--- src/rtl/scratch_pad_ctrl.sv ---
// Scratch pad load/compute sequencer: streams activation then weight words into BRAMs, then issues NDP reads.
// Optional load-stall counter enabled with SCRATCH_PAD_CTRL_PERF_EN.
module scratch_pad_ctrl #(
    parameter int unsigned N_ACT  = 1,
    parameter int unsigned N_WGT  = 64,
    parameter int unsigned LAYERS = 4
) (
    input  logic        clk,
    input  logic        rst_n,
    input  logic        start,
    input  logic        in_valid,
    input  logic [31:0] in_data,
    output logic        in_ready,
    input  logic        rd_ready,
    output logic [2:0]  step,
    output logic [5:0]  bram_num,
    output logic        bram_addr,
    output logic [2:0]  bram_layer,
    output logic [31:0] data_received,
    output logic [2:0]  data_address_into_ndp_unit,
    output logic        rd_valid,
    output logic        busy,
    output logic        done,
    output logic [15:0] stall_cnt
);

    typedef enum logic [2:0] {
        S_IDLE,
        S_LOAD_ACT,
        S_LOAD_WGT,
        S_COMPUTE,
        S_DRAIN
    } state_t;

    localparam logic [5:0] ACT_LAST   = 6'(N_ACT - 1);
    localparam logic [5:0] WGT_LAST   = 6'(N_WGT - 1);
    localparam logic [2:0] LAYER_LAST = 3'(LAYERS - 1);
    localparam logic [2:0] RD_LAST    = 3'(2 * LAYERS - 1);

    state_t      r_state;
    state_t      w_next;

    logic        r_addr_cnt;
    logic [5:0]  r_num_cnt;
    logic [2:0]  r_layer_cnt;
    logic [2:0]  r_rd_addr;
    logic        r_rd_valid;

    logic [2:0]  r_step;
    logic [5:0]  r_bram_num;
    logic        r_bram_addr;
    logic [2:0]  r_bram_layer;
    logic [31:0] r_data;

    logic        w_loading;
    logic        w_beat;
    logic        w_num_last;
    logic        w_last_beat;
    logic        w_issue;
    logic        w_rd_last;
    logic        w_start;

    assign w_loading   = (r_state == S_LOAD_ACT) || (r_state == S_LOAD_WGT);
    assign w_beat      = w_loading && in_valid;
    assign w_num_last  = (r_state == S_LOAD_ACT) ? (r_num_cnt == ACT_LAST)
                                                 : (r_num_cnt == WGT_LAST);
    assign w_last_beat = w_beat && r_addr_cnt && w_num_last && (r_layer_cnt == LAYER_LAST);
    // Reads start once step shows 3, leaving the final weight tuple visible for one cycle.
    assign w_issue     = (r_state == S_COMPUTE) && (r_step == 3'd3) && rd_ready;
    assign w_rd_last   = w_issue && (r_rd_addr == RD_LAST);
    assign w_start     = (r_state == S_IDLE) && start;

    always_ff @(posedge clk or negedge rst_n) begin
        if (!rst_n) r_state <= S_IDLE;
        else        r_state <= w_next;
    end

    always_comb begin
        w_next   = r_state;
        in_ready = 1'b0;
        busy     = 1'b1;
        done     = 1'b0;
        case (r_state)
            S_IDLE: begin
                busy = 1'b0;
                if (start) w_next = S_LOAD_ACT;
            end
            S_LOAD_ACT: begin
                in_ready = 1'b1;
                if (w_last_beat) w_next = S_LOAD_WGT;
            end
            S_LOAD_WGT: begin
                in_ready = 1'b1;
                if (w_last_beat) w_next = S_COMPUTE;
            end
            S_COMPUTE: begin
                if (w_rd_last) w_next = S_DRAIN;
            end
            S_DRAIN: begin
                done   = 1'b1;
                w_next = S_IDLE;
            end
            default: w_next = S_IDLE;
        endcase
    end

    always_ff @(posedge clk or negedge rst_n) begin
        if (!rst_n) begin
            r_addr_cnt  <= 1'b0;
            r_num_cnt   <= '0;
            r_layer_cnt <= '0;
        end else if (w_start) begin
            r_addr_cnt  <= 1'b0;
            r_num_cnt   <= '0;
            r_layer_cnt <= '0;
        end else if (w_beat) begin
            r_addr_cnt <= ~r_addr_cnt;
            if (r_addr_cnt) begin
                if (w_num_last) begin
                    r_num_cnt   <= '0;
                    r_layer_cnt <= (r_layer_cnt == LAYER_LAST) ? 3'd0 : r_layer_cnt + 3'd1;
                end else begin
                    r_num_cnt <= r_num_cnt + 6'd1;
                end
            end
        end
    end

    always_ff @(posedge clk or negedge rst_n) begin
        if (!rst_n) begin
            r_step       <= '0;
            r_bram_num   <= '0;
            r_bram_addr  <= 1'b0;
            r_bram_layer <= '0;
            r_data       <= '0;
        end else if (w_beat) begin
            r_step       <= (r_state == S_LOAD_ACT) ? 3'd1 : 3'd2;
            r_bram_num   <= r_num_cnt;
            r_bram_addr  <= r_addr_cnt;
            r_bram_layer <= r_layer_cnt;
            r_data       <= in_data;
        end else if (r_state == S_COMPUTE) begin
            r_step <= 3'd3;
        end else if (r_state == S_DRAIN) begin
            r_step <= 3'd0;
        end
    end

    always_ff @(posedge clk or negedge rst_n) begin
        if (!rst_n) begin
            r_rd_addr  <= '0;
            r_rd_valid <= 1'b0;
        end else begin
            r_rd_valid <= w_issue;
            if (w_issue) r_rd_addr <= w_rd_last ? 3'd0 : r_rd_addr + 3'd1;
        end
    end

`ifdef SCRATCH_PAD_CTRL_PERF_EN
    logic [15:0] r_stall;

    always_ff @(posedge clk or negedge rst_n) begin
        if (!rst_n)                                            r_stall <= '0;
        else if (w_start)                                      r_stall <= '0;
        else if (w_loading && !in_valid && (r_stall != '1))    r_stall <= r_stall + 16'd1;
    end

    assign stall_cnt = r_stall;
`else
    assign stall_cnt = '0;
`endif

    assign step                       = r_step;
    assign bram_num                   = r_bram_num;
    assign bram_addr                  = r_bram_addr;
    assign bram_layer                 = r_bram_layer;
    assign data_received              = r_data;
    assign data_address_into_ndp_unit = r_rd_addr;
    assign rd_valid                   = r_rd_valid;

endmodule

--- config.mk ---
export PLATFORM = sky130hd
export DESIGN_NAME = scratch_pad_ctrl
export DESIGN_NICKNAME = d
export VERILOG_FILES = /design/src/rtl/scratch_pad_ctrl.sv
export SDC_FILE = /design/constraint.sdc
export NUM_CORES = 1
export LEC_CHECK = 0
export BUFFER_PORTS_ARGS = -buffer_cell sky130_fd_sc_hd__buf_2
export CORE_ASPECT_RATIO = 1.1
export CORE_UTILIZATION = 30
export DETAILED_ROUTE_END_ITERATION = 6
export GPL_ROUTABILITY_DRIVEN = 0
export SKIP_CTS_REPAIR_TIMING = 1
export SYNTH_ARGS = -nofsm -noshare
export SYNTH_HDL_FRONTEND = slang
export SYNTH_SLANG_ARGS = --single-unit
--- constraint.sdc ---
create_clock -name clk -period 3.25 [get_ports clk]
set_clock_uncertainty 0.1 [all_clocks]
set_input_delay 0 -clock clk [delete_from_list [all_inputs] [get_ports clk]]
set_output_delay 0 -clock clk [all_outputs]
set_load 0.01 [all_outputs]
**After elaboration in Yosys (flattened, before gate mapping)**

Index checks and enable logic that the tools add are counted.

- Bits in registers: 62
- Output and inout bits: 68
- Logic and storage cells: 71

- Add/sub/neg operators: 3
- Equal/unequal tests: 12
- Muxes and demuxes: 25
- Bitwise gates (word level): 1
- Reductions and logical operators: 19

Operators with widths:

| cell | number |
|---|---|
| two-way mux 3 bit | 13 |
| two-way mux 6 bit | 4 |
| == test 3 x 2 -> 1 bit, second input constant | 4 |
| one-hot mux 3 bit (4 select lines) | 1 |
| logical AND 1 bit | 8 |
| inequality test 2 bit, second input constant | 4 |
| adder 3 x 1 -> 3 bit, second input constant | 2 |
| adder 6 x 1 -> 6 bit, second input constant | 1 |
| == test 3 bit, second input constant | 2 |
| == test 6 bit, second input constant | 1 |
| logical NOT 6 bit | 1 |
| two-way mux 1 bit | 6 |
| nonzero test 2 bit | 3 |
| AND reduction 4 bit | 1 |
| == test 3 x 1 -> 1 bit, second input constant | 1 |
| logical NOT 3 bit | 1 |
| AND reduction 3 bit | 1 |
| nonzero test 3 bit | 1 |
| two-way mux 2 bit | 1 |
| AND reduction 2 bit | 1 |
| OR reduction 2 bit | 1 |
| logical OR 1 bit | 1 |
| NOT 1 bit | 1 |

**Logic depth before layout (Yosys ltp)**

Gate-level depths: netlist (run 1).

- Depth after elaboration: 8
- Mapped depth: 7
- Depth with buffers taken out: 6

**Worst setup path before layout (run 1)**

Ideal clock, no wire load.

- Kind: reg-to-reg
- Start: register r_num_cnt[0]
- End: register r_state[0]
- Library setup time: 0.125 ns
- Data arrival time: 2.083 ns
- Setup slack: 0.942 ns
- Cell stages (with the launch flop): 7
- Buffers on the path: 0
- Clock period less this slack: 2.308 ns
- Cells stage by stage: dfrtp_1 inv_1 ha_1 or3b_2 or4_4 a211o_1 mux2_4

- Longest elaborated chain between the ends: 6
- Elaborated cells between the ends (all ways): 8

Ends and longest elaborated chain:

| what | RTL line | RTL |
|---|---|---|
| start: declaration | 44 | `logic [5:0] r_num_cnt;` |
| start signal: assignment | 123 | `r_num_cnt <= r_num_cnt + 6'd1;` |
| == test 6 bit or logical NOT 6 bit (tied branches) | 66, 65 |  |
| two-way mux 1 bit (*) | 65 | `assign w_num_last = (r_state == S_LOAD_ACT) ? (r_num_cnt == ACT_LAST)` |
| logical AND 1 bit (*) (2 in a row) | 67 | `assign w_last_beat = w_beat && r_addr_cnt && w_num_last && (r_layer_cnt == LAYER_LAST);` |
| inequality test 2 bit (no source line) | - |  |
| AND reduction 4 bit (no source line) (*) | - |  |
| end signal: assignment | 75 | `else r_state <= w_next;` |
| end: declaration | 40 | `state_t r_state;` |

Mark *: on every way between the ends. The rest lies on a longest branch, timed or not.
A chain may end at the register's enable or synchronous reset.

**Worst setup path in the final report (run 1)**

- Start: register r_state[0]
- End: register r_state[0]

- Longest elaborated chain between the ends: 8
- Elaborated cells between the ends (all ways): 19

Ends and longest elaborated chain:

| what | RTL line | RTL |
|---|---|---|
| == test 3 x 1 -> 1 bit or == test 3 x 2 -> 1 bit (tied branches) | 63, 65, 83 |  |
| logical OR 1 bit | 63 | `assign w_loading = (r_state == S_LOAD_ACT) \|\| (r_state == S_LOAD_WGT);` |
| logical AND 1 bit | 64 | `assign w_beat = w_loading && in_valid;` |
| logical AND 1 bit (3 in a row) | 67 |  |
| inequality test 2 bit (no source line) | - |  |
| AND reduction 4 bit (no source line) | - |  |

Several ways; a longest one is shown, not always the timed one.

==> results.cfg, run 1 <==
[outcome]
status = finished, violations left
violated_checks = hold timing

[placement]
hpwl_mm = 3.72
dp.cells = 414
io_buffer_count = 87
worst_slack_at_placement_ps = 844
placedInstanceArea_um2 = 3250

[yosys]
yosysWarningCount = 0
ys_async_sr_fraction_pct = 100
syn_area_um2 = 2770
synth_common_cells = sky130_fd_sc_hd__dfrtp_1 (61), sky130_fd_sc_hd__mux2_2 (44), sky130_fd_sc_hd__buf_4 (18)
yosysMostFrequentCell = sky130_fd_sc_hd__dfrtp_1
postSynth.topFlopCell = sky130_fd_sc_hd__dfrtp_1
syn_area_per_cell_um2 = 12.5
synth.distinct_cells = 39
synth-edff-count = 0
yosysTopAreaCellShare_pct = 55.1
synth-seq-cells = 61
netlist_instances = 222
yosys-top-cells-area = sky130_fd_sc_hd__dfrtp_1 (55%), sky130_fd_sc_hd__mux2_2 (18%), sky130_fd_sc_hd__buf_4 (4.9%)
synth_sequential_area_ratio_pct = 55.1
synth_top_area_cell = sky130_fd_sc_hd__dfrtp_1

[critical_path]
crit_type = reg -> reg
cp-start-kind = register
arrival_ps = 2520
worst_ep_required_ps = 3370
kind_of_end_point_of_the_critical_path = register
critPathMaxFanout = 16

[drt]
routed_vias_inst = 4.43
drt-initial-drc-count = 47
drt_drc_violations_left = 0
vias = 2051
wl_mm = 5.62
first_pass_detailed_route_iteration_total = 4
drtAntennaViolNets = 0
detail_route.wl_per_cell_um = 12.1

[sta]
post-route-worst-setup-slack_ps = 847
post-route-period-util_pct = 73.9
grt_setup_unrepaired = no
timing.setup.tns_ps = 0
finalCriticalPeriod_ps = 2400
timing.final.setup_violations = 0
timing.fmax_mhz = 416
drv_slew = 0
slew_headroom_pct = 32.5
hold_viol_final = 1
whs_ps = -7.27
max_slew.worst_pin.slew_ps = 1010

[floorplanning]
initial_utilization_pct = 31.1
die_w_um = 93.7
dieHeight_um = 103
die_area_um2 = 9630
number_of_i_o_pins = 105
floorplan.core_area_um2 = 8920
rows = 36

[power]
cellLeakagePower_nw = 1.84
worst_ir_drop_vdd_v = 0.000338
powerDensity_nw_per_um2 = 834

[cells_and_area]
flow.area_growth_from_synthesis_pct = 37.2
diodes = 0
fillCellCount = 870
final_area_um2 = 3800
finalNonFillerCells = 463
final_net_count = 387
drive_gt1_share_pct = 44.1

[clock_network]
clkLatencyLatePin_ps = 330
cts_tree = yes
cts-buffers-inserted = 9
clk_pin_slew_ps = 70
htree_levels = 3
max-clock-path-buffers = 2
cts.sinks = 61
ctsRootBufferMaster = sky130_fd_sc_hd__clkbuf_8

[worst_hold_path]
min-delay-path-class = in -> reg

[job]
max_cap_viol_count = 0

[grt]
grt_max_degree = 46
grt_first_pass_wirelength_mm = 8.53
initial_antenna_violation_count = 0
first_global_vias = 1833
grtUsageTotal_pct = 11.8
grt_overflow_total = 0
[worst max-delay path: stages, from the launching register on]
cell	delay [ps]
sky130_fd_sc_hd__dfrtp_1	610
sky130_fd_sc_hd__or3b_1	410
sky130_fd_sc_hd__or4_4	530
sky130_fd_sc_hd__a211o_1	340
sky130_fd_sc_hd__mux2_4	300
[per-stage QoR]
stage	hold WS (ps)	power, W	util, %
floorplan	-396	0.00203	-
global route	45.9	0.00342	42.7
CTS	-224	0.00321	38.8
finish	-7.27	0.00317	42.7
detailed placement	136	0.00245	36.5
global placement	131	0.00241	36.5
[worst paths after layout]
path,start,to,slack [ps],depth (start not counted)
worst max-delay path,r_state[0],r_state[0],850,4
worst min-delay path,start,r_layer_cnt[2],-7,4
worst max register to register,r_state[0],r_state[0],850,4
worst min register to register,data_received[9],data_received[9],400,1
max in group asynchronous,rst_n,bram_addr,1940,3
min in group asynchronous,rst_n,data_address_into_ndp_unit[0],290,2
[metal layers]
| metal | up-vias | part of all wire, % | GRT usage [%] |
|---|---|---|---|
| met3 | 11 | 5.0 | 3.17 |
| met1 | 983 | 42 | 13.6 |
| met2 | 63 | 51 | 20.1 |
| met4 | 0 | 1.6 | 6.39 |
| li1 | 994 | - | - |
| met5 | - | 0 | 0 |
[power by group]
part	internal, W	leakage [nW]	switching (W)
Combinational	0.000617	0.985	0.000558
Sequential	0.00107	0.742	0.000199
Clock	0.000444	0.112	0.000283
[layout by cell type, fill, tap and decap left out, types with 2 or more instances in the layout]
cell type	instances
sky130_fd_sc_hd__mux2_2	44
sky130_fd_sc_hd__clkbuf_8	10
sky130_fd_sc_hd__conb_1	17
sky130_fd_sc_hd__o21ai_0	5
sky130_fd_sc_hd__a21oi_1	6
sky130_fd_sc_hd__buf_2	87
sky130_fd_sc_hd__a211oi_1	4
sky130_fd_sc_hd__nand2_1	12
sky130_fd_sc_hd__and3_1	3
sky130_fd_sc_hd__nor2b_1	3
sky130_fd_sc_hd__mux2i_1	2
sky130_fd_sc_hd__nor3_1	5
sky130_fd_sc_hd__bufinv_16	2
sky130_fd_sc_hd__nand3_1	5
sky130_fd_sc_hd__dfrtp_1	61
sky130_fd_sc_hd__nor2_1	7
sky130_fd_sc_hd__clkinv_2	3
sky130_fd_sc_hd__ha_1	5
sky130_fd_sc_hd__nand4_1	3
sky130_fd_sc_hd__buf_4	2
sky130_fd_sc_hd__xor2_1	3
sky130_fd_sc_hd__dlygate4sd3_1	34
sky130_fd_sc_hd__inv_1	5
sky130_fd_sc_hd__nand2b_1	2
[kinds of logic after synthesis]
| logic type | share of synthesized area (%) |
|---|---|
| buffers and inverters | 6.99 |
| and+or+nand+nor | 10.2 |
| AOI/OAI and AO/OA | 4.92 |
| adders and majority gates | 2.26 |
| xor gates and xnor gates | 1.26 |
| muxes | 19.1 |
| other | 0.135 |
| DFF | 55.1 |
[registers in the layout (all words and copies together) (netlist names), 2 cells and up]
signal                      cells
bram_layer                      3
bram_num                        6
data_address_into_ndp_unit      3
data_received                  32
r_layer_cnt                     3
r_num_cnt                       6
r_state                         3
step                            2
[cell type report]
type	count	area, um2	area share (%)
repair buffers	123	791	20.8
inverters	5	18.8	0.493
clock inverters	5	75.1	1.97
well taps	114	143	3.75
multi-input cells	145	1110	29.3
flip-flops and latches	61	1530	40.1
clock buffers	10	138	3.62
(Power assumes the default switching activity.)
==> inputs of run 2 (changes only) <==
--- a/config.mk
+++ b/config.mk
@@ -5,6 +5,7 @@
 export SDC_FILE = /design/constraint.sdc
 export NUM_CORES = 1
 export LEC_CHECK = 0
+export ABC_AREA = 1
 export BUFFER_PORTS_ARGS = -buffer_cell sky130_fd_sc_hd__buf_2
 export CORE_ASPECT_RATIO = 1.1
 export CORE_UTILIZATION = 30
==> constraint.sdc (replaced) <==
create_clock -name clk -period 2.1 [get_ports clk]
set_clock_uncertainty 0.1 [all_clocks]
set_input_delay 0 -clock clk [delete_from_list [all_inputs] [get_ports clk]]
set_output_delay 0 -clock clk [all_outputs]
set_load 0.01 [all_outputs]
==> results.cfg, run 2 <==
[floorplanning]
floorplan.core_area_um2 = 8870
die_w_um = 93.4
number_of_i_o_pins = 105
die_area_um2 = 9570
dieHeight_um = 102
initial_utilization_pct = 31.0
rows = 36

[cells_and_area]
diodes = 0
largest_register_ff_count = 32
layout.cells.most_common_list = sky130_fd_sc_hd__nand2_1 (135), sky130_fd_sc_hd__buf_2 (87), sky130_fd_sc_hd__dfrtp_1 (61)
finish.utilization_pct = 43.3
flow.area_growth_from_synthesis_pct = 39.4
final_area_um2 = 3840
final_net_count = 483
drive_gt1_share_pct = 26.9
finalNonFillerCells = 560
final_common_cell = sky130_fd_sc_hd__nand2_1
fillCellCount = 878

[yosys]
yosysTopAreaCellShare_pct = 55.4
syn_area_um2 = 2750
synth.distinct_cells = 28
synth_top_area_cell = sky130_fd_sc_hd__dfrtp_1
netlist_instances = 316
yosysWarningCount = 0
yosysMostFrequentCell = sky130_fd_sc_hd__nand2_1
synth-seq-cells = 61
yosys-top-cells-area = sky130_fd_sc_hd__dfrtp_1 (55%), sky130_fd_sc_hd__nand2_1 (18%), sky130_fd_sc_hd__buf_4 (4.6%)
syn_area_per_cell_um2 = 8.71
synth_common_cells = sky130_fd_sc_hd__nand2_1 (135), sky130_fd_sc_hd__dfrtp_1 (61), sky130_fd_sc_hd__inv_1 (25)
synth_sequential_area_ratio_pct = 55.4
synth-edff-count = 0
ys_async_sr_fraction_pct = 100
postSynth.topFlopCell = sky130_fd_sc_hd__dfrtp_1

[clock_network]
ctsRootBufferMaster = sky130_fd_sc_hd__clkbuf_8
clk_pin_slew_ps = 70
cts-buffers-inserted = 9
clkLatencyLatePin_ps = 330
max-clock-path-buffers = 2
cts.sinks = 61
htree_levels = 3
cts_tree = yes

[critical_path]
timing.critical_path.slowest_stage_cell = sky130_fd_sc_hd__inv_2
worst_ep_required_ps = 2260
timing.critical_path.slowest_cell_delay_ps = 460
crit_type = reg -> reg
arrival_ps = 1970
kind_of_end_point_of_the_critical_path = register
cp-start-kind = register
worstPathCellList = inv_1 > nand3_2 > nand2_4 > nand2_4 > inv_2 > nand2_1 > nand2_1
critPathMaxFanout = 34

[placement]
dp.cells = 510
placedInstanceArea_um2 = 3260
hpwl_mm = 4.17
io_buffer_count = 87

[grt]
grtUsageTotal_pct = 12.8
grt_first_pass_wirelength_mm = 9.44
grt_max_degree = 40
first_global_vias = 2026
grt_overflow_total = 0
initial_antenna_violation_count = 0

[outcome]
status = complete, no violations

[sta]
timing.final.setup_violations = 0
timing.fmax_mhz = 555
hold_viol_final = 0
max_slew.worst_pin.slew_ps = 578
timing.setup.tns_ps = 0
post-route-period-util_pct = 85.8
slew_headroom_pct = 61.5
finalCriticalPeriod_ps = 1800
grt_setup_unrepaired = no
drv_slew = 0

[drt]
first_pass_detailed_route_iteration_total = 4
wl_mm = 6.29
vias = 2358
detail_route.wl_per_cell_um = 11.2
drt-initial-drc-count = 71
drtAntennaViolNets = 0
routed_vias_inst = 4.21
drt_drc_violations_left = 0

[worst_hold_path]
min-delay-path-class = in -> reg

[power]
worst_ir_drop_vdd_v = 0.000434
cellLeakagePower_nw = 2.14
powerDensity_nw_per_um2 = 997
total_power_w = 0.00383

[job]
max_cap_viol_count = 0
-- run 2: cell count changes in the layout (fill, tap and decap cells not counted), sizes merged, moves of 3 or more --
cell    delta
nor3       -5
nand2    +128
nor2       +6
a21oi      -3
o21ai     +12
nor2b      -3
clkbuf     +3
inv       +22
mux2      -45
nand3     +11
and3       -3
a211oi     -4
-- run 2: area by class of cell --
type / count / area, um2 / area share (%)
sequential: 61 / 1530 / 39.8
multi-input combinational: 219 / 1020 / 26.6
timing repair buffer: 123 / 803 / 20.9
clock buffer: 13 / 179 / 4.66
tap: 114 / 143 / 3.71
inverter: 27 / 104 / 2.70
clock inverter: 3 / 65.1 / 1.69
-- run 2: worst max-delay path, delay by kind of cell (launching register included) --
kind                   cells  cell delay [ps]
DFF                        1              410
buffers and inverters      2              600
and+or+nand+nor            5              610
-- run 2: power breakdown --
| part | leakage [nW] | switching, W | internal [W] | total [W] |
|---|---|---|---|---|
| Clock | 0.126 | 0.000442 | 0.000797 | 0.00124 |
| Sequential | 0.764 | 0.000140 | 0.00140 | 0.00154 |
| Combinational | 1.26 | 0.000652 | 0.000397 | 0.00105 |
-- run 2: cell families after synthesis --
logic type      count (synthesis)  share of synthesized area, %
compound gates                 25                          5.36
xor+xnor                        1                         0.318
fa+ha+maj                       5                          2.27
buf+inv                        52                          9.72
flops                          61                          55.4
other cells                     1                         0.136
simple gates                  171                          26.8
-- run 2: final timing paths --
kind / start / to / slack [ps] / cells past startpoint
hold reg to reg: data_received[5] / data_received[5] / 370 / 2
setup reg to reg: r_state[1] / data_received[0] / 300 / 7
setup / recovery: r_state[1] / data_received[0] / 300 / 7
hold / removal: start / r_state[0] / 10 / 5
min in group asynchronous: rst_n / bram_num[0] / 100 / 2
max in group asynchronous: rst_n / data_received[28] / 1190 / 3
-- run 2: per-stage QoR --
stage | setup slack, ps | hold WS, ps
finish | 297 | 13.7
global route | 61.2 | 26.0
CTS | 274 | -433
detailed placement | 285 | -68.4
global placement | 335 | -81.1
floorplan | 574 | -396
-- run 2: routing by layer --
layer / vias to the layer above / global-route usage, % / wire length (um)
li1: 1194 / - / -
met1: 1082 / 16.9 / 2930
met2: 74 / 20.0 / 2980
met3: 8 / 3.13 / 308
met4: 0 / 5.68 / 74
met5: - / 0 / 0
